**src/rtl/uart_program_loader.sv**
```systemverilog
// UART program loader: assembles big-endian bytes into a word count N and N instruction
// words, writes them to instruction memory, then releases the CPU core.
module uart_program_loader #(
  parameter int INST_MEM_WIDTH = 15
) (
  input  logic                      CLK,
  input  logic                      RST,
  input  logic [7:0]                rx_data,
  input  logic                      rx_valid,
  output logic                      inst_we,
  output logic [INST_MEM_WIDTH-1:0] inst_addr,
  output logic [31:0]               inst_data,
  output logic                      cpu_start,
  output logic                      load_err,
  output logic [1:0]                state_led
);

  typedef enum logic [1:0] {
    LEN  = 2'b00,
    DATA = 2'b01,
    DONE = 2'b10,
    ERR  = 2'b11
  } state_e;

  localparam logic [32:0] CAPACITY = 33'd1 << INST_MEM_WIDTH;

  state_e                    state_q;
  logic [1:0]                byte_cnt_q;
  logic [23:0]               shift_q;
  logic [31:0]               n_q;
  logic [INST_MEM_WIDTH:0]   word_cnt_q;
  logic                      inst_we_q;
  logic [INST_MEM_WIDTH-1:0] inst_addr_q;
  logic [31:0]               inst_data_q;
  logic                      cpu_start_q;
  logic                      load_err_q;

  logic [31:0] word_d;
  logic        accepting;
  logic        word_done;
  logic        last_word;

  assign word_d    = {shift_q, rx_data};
  assign accepting = (state_q == LEN) || (state_q == DATA);
  assign word_done = accepting && rx_valid && (byte_cnt_q == 2'd3);
  // word_cnt is one bit wider than the address so a full-capacity load never wraps here
  assign last_word = ({{(31-INST_MEM_WIDTH){1'b0}}, word_cnt_q} == (n_q - 32'd1));

  always_ff @(posedge CLK) begin
    if (RST) begin
      state_q     <= LEN;
      byte_cnt_q  <= 2'd0;
      shift_q     <= 24'd0;
      n_q         <= 32'd0;
      word_cnt_q  <= '0;
      inst_we_q   <= 1'b0;
      inst_addr_q <= '0;
      inst_data_q <= 32'd0;
      cpu_start_q <= 1'b0;
      load_err_q  <= 1'b0;
    end else begin
      inst_we_q <= 1'b0;
      if (accepting && rx_valid) begin
        shift_q    <= word_d[23:0];
        byte_cnt_q <= byte_cnt_q + 2'd1;
      end
      case (state_q)
        LEN: begin
          if (word_done) begin
            n_q        <= word_d;
            word_cnt_q <= '0;
            if (word_d == 32'd0) begin
              state_q     <= DONE;
              cpu_start_q <= 1'b1;
            end else if ({1'b0, word_d} > CAPACITY) begin
              state_q    <= ERR;
              load_err_q <= 1'b1;
            end else begin
              state_q <= DATA;
            end
          end
        end
        DATA: begin
          if (word_done) begin
            inst_we_q   <= 1'b1;
            inst_addr_q <= word_cnt_q[INST_MEM_WIDTH-1:0];
            inst_data_q <= word_d;
            word_cnt_q  <= word_cnt_q + {{INST_MEM_WIDTH{1'b0}}, 1'b1};
            if (last_word) begin
              state_q <= DONE;
            end
          end
        end
        DONE: cpu_start_q <= 1'b1;
        ERR:  load_err_q  <= 1'b1;
        default: state_q <= LEN;
      endcase
    end
  end

  assign inst_we   = inst_we_q;
  assign inst_addr = inst_addr_q;
  assign inst_data = inst_data_q;
  assign cpu_start = cpu_start_q;
  assign load_err  = load_err_q;
  assign state_led = state_q;

endmodule

```
**config.mk**
```make
export PLATFORM = sky130hd
export DESIGN_NAME = uart_program_loader
export DESIGN_NICKNAME = d
export VERILOG_FILES = /design/src/rtl/uart_program_loader.sv
export SDC_FILE = /design/constraint.sdc
export NUM_CORES = 1
export LEC_CHECK = 0
export ABC_AREA = 1
export CAP_MARGIN = 10
export CORE_MARGIN = 4
export CORE_UTILIZATION = 29
export DETAILED_ROUTE_END_ITERATION = 6
export PLACE_DENSITY = 0.53
export SYNTH_ARGS = -nofsm -noshare
export SYNTH_HDL_FRONTEND = slang
export SYNTH_SLANG_ARGS = --single-unit
```
**constraint.sdc**
```tcl
create_clock -name CLK -period 1.8 [get_ports CLK]
set_input_delay 0.36 -clock CLK [delete_from_list [all_inputs] [get_ports CLK]]
set_output_delay 0.36 -clock CLK [all_outputs]
set_load 0.05 [all_outputs]
```
==> qor.yml <==
cts_tree: "built"
dp_hpwl_mm: 13.3
p_leak_nw: 3.86
power.density_nw_per_um2: 921
syn2layout_area_growth_pct: 43.6
initial_core_util: 0.296
root_buffer: "clkbuf_16"
ys_seq_area_frac: 0.435
yosysWarnings: 0
crit_path_max_fanout: 3
wl_per_cell_um: 14.5
status: "complete, but fails checks"
syn_area_sq_um: 5800
antenna_found_initial: 0
grt.overflow.total: 0
finalMaxSlewViolations: 0
wl_mm: 18.1
yosysUniqueCellTypes: 37
timing.hold.ws_ns: 0.474
die_height_um: 149
clk_pin_slew_ns: 0.05
grt_pass1_wl_mm: 28.7
utilization: 0.425
irDropWorstVdd_mv: 0.551
cts_max_level: 4
clk_path_buf_depth: 2
synth.area.top_cells: "dfxtp_1, o21ai_0, a21oi_1"
final_cell_count_no_fill: 1251
synth_top_cell_area_share: 0.435
synth_ff_type: "dfxtp_1"
yosysTopAreaCell: "dfxtp_1"
die_x_um: 149
numCtsBuffers: 17
r2r_setup_slack_ns: -0.11
cp_slowest_cell: "dfxtp_2"
gp_congestion: 0.901
hold_path_class: "reg2reg"
place_area_sq_um: 7310
power_mw: 7.67
finalCriticalPeriod_ns: 1.91
grt_max_degree: 70
max_cap_viol_count: 0
violations: "negative setup slack"
setup_ws_ns: -0.109
die_area_sq_um: 22300
n_antenna_cell: 0
fin_crit_sh: 1.06
slew_headroom: 0.698
crit_type: "reg2reg"
placementRows: 51
drc: 0
fin_nets: 987
drt-initial-drc-count: 391
finalSetupViolations: 2
start_kind: "register"
fin_worst_skew_ns: 0.0104
yosysMostFrequentCell: "dfxtp_1"
rsz0062_at_grt: "yes"
cts_hold_buf: 0
grt.total_usage: 0.165
syn_inst: 808
synthArstFlopShare: 0
worst_setup_path_end_kind: "register"
synth_edf_count: 0
synth_fp_nets: 822
vias_per_cell: 4.60
syn_area_per_cell_sq_um: 7.17
crit_chain: "inv_2, ha_4, buf_4, or2_4, nand3_2, nand3_1, nor2_1, nand3_1, nor2_2, nand2_1, nor2_1, nand3_1, nand2_1, nand2_1, a21oi_2"
drtPass1Iterations: 6
hp-start: "byte_cnt_q[0]$_SDFFE_PP0P_"
via_count: 5749
dp_cells: 1198
tightest_slew_ns: 0.448
synth-seq-cells: 126
arrival_ns: 2.25
grt_pass1_vias: 5462
io_pins: 63
fin_area_sq_um: 8320
max_freq_mhz: 524
setup.worst_path.start: "n_q[0]$_SDFFE_PP0P_"
drive_gt1_frac: 0.302
coreArea_sq_um: 19600
antenna_left: 0
slowest_delay_ns: 0.35
yosys-top-cells-count: "dfxtp_1, o21ai_0, nor2_1, nand2_1, a21oi_1"
portBuffers: 62
cts.sinks: 126
hold_viol: 0
clk-insertion-delay-late_ns: 0.42
worstReg2RegStart: "n_q[0]$_SDFFE_PP0P_"
cp.required_ns: 2.14
per-layer routing:
metal / vias up / track usage / wire, um
li1: 3007 / - / -
met1: 2644 / 0.227 / 8820
met2: 82 / 0.260 / 8520
met3: 16 / 0.0331 / 547
met4: 0 / 0.0522 / 270
met5: - / 0 / 0
metrics by stage:
step                setup TNS (ns)  worst slack (ns)
detailed placement          -10.98            -0.289
global route                -0.587            -0.271
finish                      -0.204            -0.109
CTS                         -0.295            -0.129
global placement             -9.82            -0.281
floorplan                  -0.0782          -0.00261
worst paths after layout:
check	to	cells past startpoint
hold reg to reg	byte_cnt_q[0]$_SDFFE_PP0P_	2
hold / removal	byte_cnt_q[0]$_SDFFE_PP0P_	2
setup / recovery	state_led[1]$_SDFFE_PP0P_	15
setup reg to reg	state_led[1]$_SDFFE_PP0P_	15
cells by family (layout without fill, tap and decap cells):
logic type	Yosys count	after routing	share of synthesized area
flip-flops	126	126	0.435
buffers and inverters	118	296	0.0766
XOR/XNOR	20	20	0.0302
adder cells (fa/ha/maj)	3	3	0.00648
AND/OR/NAND/NOR	309	309	0.245
AO/OA/AOI/OAI	232	232	0.207
state kept, by name, summed over array words and instances (netlist names):
register    flops
inst_we         1
byte_cnt_q      2
state_led       2
cpu_start       1
load_err        1
inst_data      32
shift_q        24
inst_addr      15
word_cnt_q     16
n_q            32
report_power, final:
part	internal, mW	switching [mW]
registers	2.86	0.0659
clock network	2.26	1.29
logic	0.509	0.684
total	5.63	2.04
layout by cell type, fill, tap and decap left out, types with 4 or more instances in the layout:
cell             netlist  routed
o21ai_0              117     114
dfxtp_1              126     108
clkbuf_16              0      17
nor2_2                11      26
nor2_4                 6      15
clkdlybuf4s50_1        0      10
clkinvlp_4             0       4
nor4_1                 5       5
nor2_1               110      86
nand2_4                3       5
a31oi_1                4       4
xor2_1                12      12
nand2_1              106     101
nor3_1                 5       4
inv_2                  1       6
buf_4                  0     162
nand3_1               34      30
o21ai_1                2       4
xnor2_1                8       8
a21oi_1               98      98
buf_12                 0       5
inv_1                 79      74
buf_6                  0       6
nand2_2                7       9
nand4_1               12      12
dfxtp_2                0      17
what timing repair did:
action / 4_1_cts / 5_1_grt
buffers inserted: 16 / 5
resized for setup: 44 / 39
pin swaps: 28 / 35
endpoints found under the setup margin: 5 / 10
critical path, delay by kind of cell, from the launching register on:
kind | cells | cell delay (ns)
buffers and inverters | 2 | 0.19
AO/OA/AOI/OAI | 1 | 0.11
AND/OR/NAND/NOR | 11 | 1.04
adder cells (fa/ha/maj) | 1 | 0.17
flip-flops | 1 | 0.35
cell type report:
class	instances	area, sq um
inverter	81	304
tap	265	332
clock buffer	20	457
fill	2026	11300
timing repair buffer	183	1480
clock inverter	12	156
multi-input combinational	564	3040
sequential	126	2550
No activity file was read; power rests on OpenSTA's default activity.
